<file path="config.mk">
export PLATFORM = sky130hd
export DESIGN_NAME = traffic_interval_timer
export DESIGN_NICKNAME = d
export VERILOG_FILES = /design/src/rtl/traffic_interval_timer_pkg.sv /design/src/rtl/traffic_interval_timer_prescaler.sv /design/src/rtl/traffic_interval_timer.sv
export SDC_FILE = /design/constraint.sdc
export NUM_CORES = 1
export LEC_CHECK = 0
export BUFFER_PORTS_ARGS = -buffer_cell sky130_fd_sc_hd__buf_2
export CAP_MARGIN = 20
export CELL_PAD_IN_SITES_DETAIL_PLACEMENT = 0
export CELL_PAD_IN_SITES_GLOBAL_PLACEMENT = 1
export CORE_MARGIN = 4
export CORE_UTILIZATION = 42
export CTS_CLUSTER_DIAMETER = 80
export DETAILED_ROUTE_END_ITERATION = 8
export PLACE_DENSITY_LB_ADDON = 0.25
export SLEW_MARGIN = 15
export SYNTH_ARGS = -nofsm -noshare
export SYNTH_HDL_FRONTEND = slang
export SYNTH_SLANG_ARGS = --single-unit
</file>
<file path="constraint.sdc">
create_clock -name clk -period 1.9 [get_ports clk]
set_input_delay 0.285 -clock clk [delete_from_list [all_inputs] [get_ports clk]]
set_output_delay 0.285 -clock clk [all_outputs]
set_load 0.005 [all_outputs]
</file>
<file path="src/rtl/traffic_interval_timer_pkg.sv">
// Shared definitions for the traffic light controller and its interval timer:
// timer state encodings, light/pedestrian codes and timer widths.
package traffic_interval_timer_pkg;

  localparam int TIMER_W      = 4;
  localparam int TICK_DIV_SIM = 4;

  typedef enum logic [1:0] {
    TMR_IDLE  = 2'd0,
    TMR_ARMED = 2'd1,
    TMR_RUN   = 2'd2,
    TMR_DONE  = 2'd3
  } timer_state_e;

  localparam logic [1:0] LIGHT_RED     = 2'd0;
  localparam logic [1:0] LIGHT_GREEN   = 2'd1;
  localparam logic [1:0] LIGHT_YELLOW  = 2'd2;
  localparam logic       PED_DONT_WALK = 1'b0;
  localparam logic       PED_WALK      = 1'b1;

endpackage

</file>
<file path="src/rtl/traffic_interval_timer_prescaler.sv">
// Divides clk into second ticks; the count holds while disabled so a paused
// second resumes exactly where it stopped.
module tick_prescaler #(
  parameter int TICK_DIV = 100000000,
  parameter int PS_W     = 27
) (
  input  logic clk,
  input  logic rst,
  input  logic clear,
  input  logic enable,
  output logic wrap,
  output logic tick
);

  localparam logic [PS_W-1:0] LAST = PS_W'(TICK_DIV - 1);

  logic [PS_W-1:0] count_reg;
  logic            tick_reg;

  // wrap lets the owner decrement on the same edge the prescaler rolls over
  assign wrap = enable && (count_reg == LAST);
  assign tick = tick_reg;

  always_ff @(posedge clk or negedge rst) begin
    if (!rst) begin
      count_reg <= '0;
      tick_reg  <= 1'b0;
    end else if (clear) begin
      count_reg <= '0;
      tick_reg  <= 1'b0;
    end else begin
      tick_reg <= wrap;
      if (enable) begin
        count_reg <= wrap ? '0 : count_reg + PS_W'(1);
      end
    end
  end

endmodule

</file>
<file path="src/rtl/traffic_interval_timer.sv">
// Interval timer for the traffic light controller: loads a 0-15 s interval,
// counts it down once per second tick and flags expiry when it reaches 0.
module traffic_interval_timer
  import traffic_interval_timer_pkg::*;
#(
  parameter int TICK_DIV = 100000000,
  parameter int PS_W     = 27
) (
  input  logic               clk,
  input  logic               rst,
  input  logic               timer_load,
  input  logic               timer_en,
  input  logic [TIMER_W-1:0] timer_init,
  output logic [TIMER_W-1:0] timer_out,
  output logic               timer_expired,
  output logic               sec_tick
);

  timer_state_e       state_reg, state_next;
  logic [TIMER_W-1:0] out_reg, out_next;
  logic               expired_reg, expired_next;
  logic               count_en;
  logic               wrap;

  // ARMED counts too, so the first enabled cycle is already a counted cycle
  assign count_en = !timer_load && timer_en &&
                    ((state_reg == TMR_ARMED) || (state_reg == TMR_RUN));

  tick_prescaler #(
    .TICK_DIV (TICK_DIV),
    .PS_W     (PS_W)
  ) u_prescaler (
    .clk    (clk),
    .rst    (rst),
    .clear  (timer_load),
    .enable (count_en),
    .wrap   (wrap),
    .tick   (sec_tick)
  );

  always_ff @(posedge clk or negedge rst) begin
    if (!rst) begin
      state_reg   <= TMR_IDLE;
      out_reg     <= '0;
      expired_reg <= 1'b0;
    end else begin
      state_reg   <= state_next;
      out_reg     <= out_next;
      expired_reg <= expired_next;
    end
  end

  always_comb begin
    state_next   = state_reg;
    out_next     = out_reg;
    expired_next = 1'b0;
    if (timer_load) begin
      out_next   = timer_init;
      state_next = (timer_init != '0) ? TMR_ARMED : TMR_DONE;
    end else begin
      case (state_reg)
        TMR_ARMED, TMR_RUN: begin
          if (timer_en) begin
            state_next = TMR_RUN;
            if (wrap) begin
              out_next = out_reg - TIMER_W'(1);
              if (out_reg == TIMER_W'(1)) begin
                state_next   = TMR_DONE;
                expired_next = 1'b1;
              end
            end
          end else begin
            state_next = TMR_ARMED;
          end
        end
        default: begin
          // IDLE and DONE hold 0 until a load
        end
      endcase
    end
  end

  assign timer_out     = out_reg;
  assign timer_expired = expired_reg;

endmodule

</file>
# ---- Word-level counts from Yosys, hierarchy flattened
# Index checks and enable logic that the tools add are counted.
dict set report classes {
  addsub 2
  n_eq_ne 4
  n_mux 19
  n_reduce_logical 12
}
# cell n
set ops {}
lappend ops {{27-bit two-way mux} 3}
lappend ops {{27-bit by 1-bit adder with 27-bit output, second input constant} 1}
lappend ops {{27-bit equality test, second input constant} 1}
lappend ops {{4-bit two-way mux} 4}
lappend ops {{1-bit two-way mux} 8}
lappend ops {{2-bit two-way mux} 4}
lappend ops {{2-bit nonzero test} 4}
lappend ops {{4-bit by 1-bit equality test with 1-bit output, second input constant} 1}
lappend ops {{4-bit nonzero test} 1}
lappend ops {{4-bit by 1-bit subtractor with 4-bit output, second input constant} 1}
lappend ops {{1-bit logical AND} 3}
lappend ops {{3-bit AND reduction} 1}
lappend ops {{2-bit by 1-bit equality test with 1-bit output, second input constant} 1}
lappend ops {{2-bit equality test, second input constant} 1}
lappend ops {{2-bit OR reduction} 1}
lappend ops {{1-bit logical NOT} 1}
lappend ops {{1-bit logical OR} 1}
dict set report word_totals {
  ff_bits 35
  inputBits 8
  output_inout_bits 6
  wordCells 42
}

# ---- Depth between registers and ports, before layout
dict set report depth {
  word_depth 8
  depth_mapped 7
  ltp_nobuf 6
}

# ---- Cells and area by module
# A second synthesis with hierarchy kept.
dict set report unflattened {
  cells_unflattened 226
  area_unflattened_um2 2045.7
}
# mod n_inst cells_per_inst area_each_um2
set modules_own_cells {}
lappend modules_own_cells {tick_prescaler 1 181 1639.1}
lappend modules_own_cells {traffic_interval_timer 1 45 406.6}

# ---- Worst setup path before layout
# No wires, ideal clock.
dict set report synth_path {
  path_kind {reg2reg}
  start {register u_prescaler.count_reg[17]}
  end {register out_reg[2], in the netlist timer_out[2]}
  arrival_ns 1.866
  required_time_ns 1.775
  slack_ns -0.091
  stages_incl_launch_ff 6
  synth_period_minus_slack_ns 1.991
  cell_sequence {dfrtp_1 > or4b_4 > nor4_4 > nand4_1 > xnor2_1 > mux2_2}
}
dict set report synth_between {
  elab_chain_len 4
}
# item line
set synth_lines {}
lappend synth_lines {{start, declared} traffic_interval_timer_prescaler.sv:17} ;# logic [PS_W-1:0] count_reg;
lappend synth_lines {{start signal, assigned} traffic_interval_timer_prescaler.sv:34} ;# count_reg <= wrap ? '0 : count_reg + PS_W'(1);
lappend synth_lines {{27-bit equality test} traffic_interval_timer_prescaler.sv:21} ;# assign wrap = enable && (count_reg == LAST);
lappend synth_lines {{1-bit logical AND} traffic_interval_timer_prescaler.sv:21}
lappend synth_lines {{2-bit nonzero test (no line)} n/a}
lappend synth_lines {{3-bit AND reduction (no line)} n/a}
lappend synth_lines {{end signal, assigned} traffic_interval_timer.sv:48} ;# out_reg <= out_next;
lappend synth_lines {{end, declared} traffic_interval_timer.sv:20} ;# logic [TIMER_W-1:0] out_reg, out_next;
# No other way between the ends.
# A chain may end at the register's enable or synchronous reset.

# ---- Worst setup path after layout
dict set report layout_path {
  start {register u_prescaler.count_reg[19]}
  end {register out_reg[2], in the netlist timer_out[2]}
}
# The elaborated chain is that of the path after synthesis.

==> flow_metrics.env <==
export IMPL_crit_fanout=4
export IMPL_required_ps=2080
export IMPL_die_x_microns=75.4
export IMPL_status="complete, no violations"
export IMPL_num_antenna_cells=0
export IMPL_wl_per_cell_microns=15.0
export IMPL_yosys_top_cells_area="dfrtp_1, xor2_1, a21oi_1"
export IMPL_grt_use_total_pct=16.7
export IMPL_synth_simple_gate_area_share_pct=29.7
export IMPL_dpl_hpwl_microns=3160
export IMPL_routed_via_density=5.53
export IMPL_antenna_found_initial=0
export IMPL_dr_first_iter_drc_count=85
export IMPL_tns_ps=0
export IMPL_cts_buffers=5
export IMPL_clkSlewWorstSetupHoldPaths_ps=70
export IMPL_clockRootBuffer="clkbuf_8"
export IMPL_drc=0
export IMPL_drt_pass1_iterations=4
export IMPL_crit_path_end_kind="flop"
export IMPL_syn_nets=211
export IMPL_finalNetCount=248
export IMPL_largest_reg_flops=27
export IMPL_final_util_pct=54.4
export IMPL_synthMuxAreaShare_pct=1.70
export IMPL_ios=14
export IMPL_cp_arrival_ps=2080
export IMPL_worstSetupPathType="reg -> reg"
export IMPL_netlist_area_sq_um=1910
export IMPL_yosys_warnings=0
export IMPL_grt_pass1_vias=1580
export IMPL_fin_crit_sh_pct=100
export IMPL_drv_slew=0
export IMPL_synth_fa_ha_area_share_pct=1.97
export IMPL_dieArea_sq_um=5690
export IMPL_syn_area_per_cell_sq_um=9.55
export IMPL_fin_cells=289
export IMPL_place_inst=281
export IMPL_htree_levels=2
export IMPL_async_flop_share_pct=100
export IMPL_wirelength_microns=4330
export IMPL_p_per_area_nw_per_um2=613
export IMPL_gp_congestion=0.788
export IMPL_fp_row_count=24
export IMPL_core_area_sq_um=4380
export IMPL_rsz0062_at_grt="yes"
export IMPL_drv_cap=0
export IMPL_worstSkewPairLatency_ps=290
export IMPL_reg2regPathDepth=5
export IMPL_ys_ff_latch=35
export IMPL_slew_headroom_pct=47.7
export IMPL_reg2reg_from="u_prescaler.count_reg[19]$_DFFE_PN0P_"
export IMPL_yosysTopAreaCell="dfrtp_1"
export IMPL_synth_yosys_seq_area_share_pct=45.9
export IMPL_start_kind="flop"
export IMPL_report_final_hold_viol_count=0
export IMPL_max_freq_mhz=526
export IMPL_setup_violations_final=0
export IMPL_yosysTopAreaCellShare_pct=45.9
export IMPL_grt_max_degree=36
export IMPL_r2r_end="timer_out[2]$_DFFE_PN0P_"
export IMPL_regToRegSetupSlack_ps=0.2
export IMPL_cts_tree="yes"
export IMPL_synth_xor_area_share_pct=7.80
export IMPL_tightest_slew_ps=784
export IMPL_fin_ws_ps=0.203
export IMPL_synth_top_family_by_area="simple AND/OR/NAND/NOR gates"
export IMPL_skew_ps=7.01
export IMPL_postRouteAntennaNets=0
export IMPL_postSynthCellCount=200
export IMPL_io_buffers=13
export IMPL_die_h_microns=75.4
export IMPL_period_needed_ps=1900
export IMPL_hold_slack_ps=74.5
export IMPL_clockBufferDepth=2
export IMPL_cts_sinks=35
export IMPL_syn_to_final_growth_pct=24.8
export IMPL_initial_utilization_pct=43.6
export IMPL_drive_gt1_share_pct=31.6
export IMPL_yosysUniqueCellTypes=40
export IMPL_grt_pass1_wl_microns=7160
export IMPL_power_leakage_nw=1.04
export IMPL_vias=1598
export IMPL_synth_edf_count=0
export IMPL_synth_compound_area_share_pct=10.4
export IMPL_synth_ff_type="dfrtp_1"
export IMPL_hold_class="in -> async"
export IMPL_grt_overflow=0
export IMPL_pre_cts_ws_ps=13.8
export IMPL_crit_end="timer_out[2]$_DFFE_PN0P_"
export IMPL_critPathLaunch="u_prescaler.count_reg[19]$_DFFE_PN0P_"
export IMPL_vdd_ir_drop_worst_uv=319
## worst min-delay path by stage
stage / slack, ps / cells past startpoint / startpoint / to
2_1_floorplan: -10 / 0 / rst / state_reg[0]$_DFFE_PN0P_
3_3_place_gp: 400 / 1 / rst / timer_expired$_DFF_PN0_
3_5_place_dp: 430 / 1 / rst / u_prescaler.tick$_DFF_PN0_
4_1_cts: 110 / 1 / rst / u_prescaler.count_reg[1]$_DFFE_PN0P_
5_1_grt: 140 / 1 / rst / u_prescaler.tick$_DFF_PN0_
6_report: 70 / 1 / rst / u_prescaler.tick$_DFF_PN0_
## metrics by stage
| stage | total power, mW | area [sq um] |
|---|---|---|
| after floorplan | 0.857 | 1910 |
| after global placement | 0.915 | 2170 |
| after detailed placement | 0.921 | 2170 |
| after CTS | 1.47 | 2270 |
| after global routing | 1.54 | 2380 |
| final | 1.46 | 2380 |
## cells in the final DEF (no fill, tap or decap), types with 2 or more instances in the layout
| master | count |
|---|---|
| o21ai_1 | 2 |
| nor2_2 | 4 |
| ha_1 | 3 |
| buf_4 | 20 |
| or3_1 | 10 |
| o21ai_0 | 10 |
| o31ai_1 | 2 |
| nor2_1 | 11 |
| nand2_1 | 19 |
| and3_1 | 5 |
| buf_8 | 2 |
| and4b_1 | 2 |
| dfrtp_1 | 35 |
| inv_1 | 3 |
| a21oi_1 | 9 |
| xnor2_1 | 3 |
| nand2_2 | 2 |
| clkbuf_8 | 6 |
| and2_1 | 3 |
| nand4_1 | 7 |
| nor2_4 | 5 |
| nor3_1 | 4 |
| buf_6 | 2 |
| xor2_1 | 13 |
| a21oi_2 | 6 |
| mux2_2 | 2 |
| buf_2 | 13 |
| nand3_1 | 13 |
## power by group
group          switching [mW]  total [mW]  internal (mW)
Sequential             0.0156       0.777          0.761
Combinational          0.0829       0.143         0.0601
Clock                   0.257       0.541          0.284
## final cells by class
type	count	area (sq um)
Fill cell	392	2000
Multi-Input combinational cell	155	1080
Sequential cell	35	876
Timing Repair Buffer	37	268
Clock buffer	6	82.6
Tap cell	52	65.1
Inverter	3	11.3
Clock inverter	1	5.00
## timing repair
| item | CTS | global route |
|---|---|---|
| hold buffers | 0 | 0 |
| pin swaps | 0 | 7 |
| setup buffers | 0 | 1 |
| gates resized for setup | 1 | 31 |
| gates cloned | 0 | 0 |
| setup endpoints to repair | 1 | 23 |
## cells in the mapped netlist (2+ instances only)
library cell,n
nor2_1,20
nand2_1,20
nand3_1,13
or3_1,10
clkbuf_1,4
ha_1,3
o21ai_0,11
and3_1,5
inv_1,3
buf_4,3
xnor2_1,3
and4b_1,2
o31ai_1,2
a21oi_1,15
dfrtp_1,35
and2_1,3
nor3_1,5
xor2_1,14
mux2_2,2
nand4_1,7
## routing by layer
layer	up-vias	track usage, %	share of wire (%)
li1	786	-	-
met1	780	21.6	46
met2	19	25.8	48
met3	13	4.88	3.3
met4	0	7.96	2.4
met5	-	0	0
## logic make-up after synthesis
logic type	count (synthesis)
muxes	3
adders and majority gates	3
DFF	35
xor gates and xnor gates	17
buffers and inverters	10
AOI/OAI and AO/OA	34
and+or+nand+nor	98
## worst max-delay path: stages, from the launching register on
cell and delay (ps):
dfrtp_1 390, or4b_4 550, nor4_4 290, nand4_1 160, xnor2_1 160, mux2_2 250
Power figures use the tool's default switching activity.
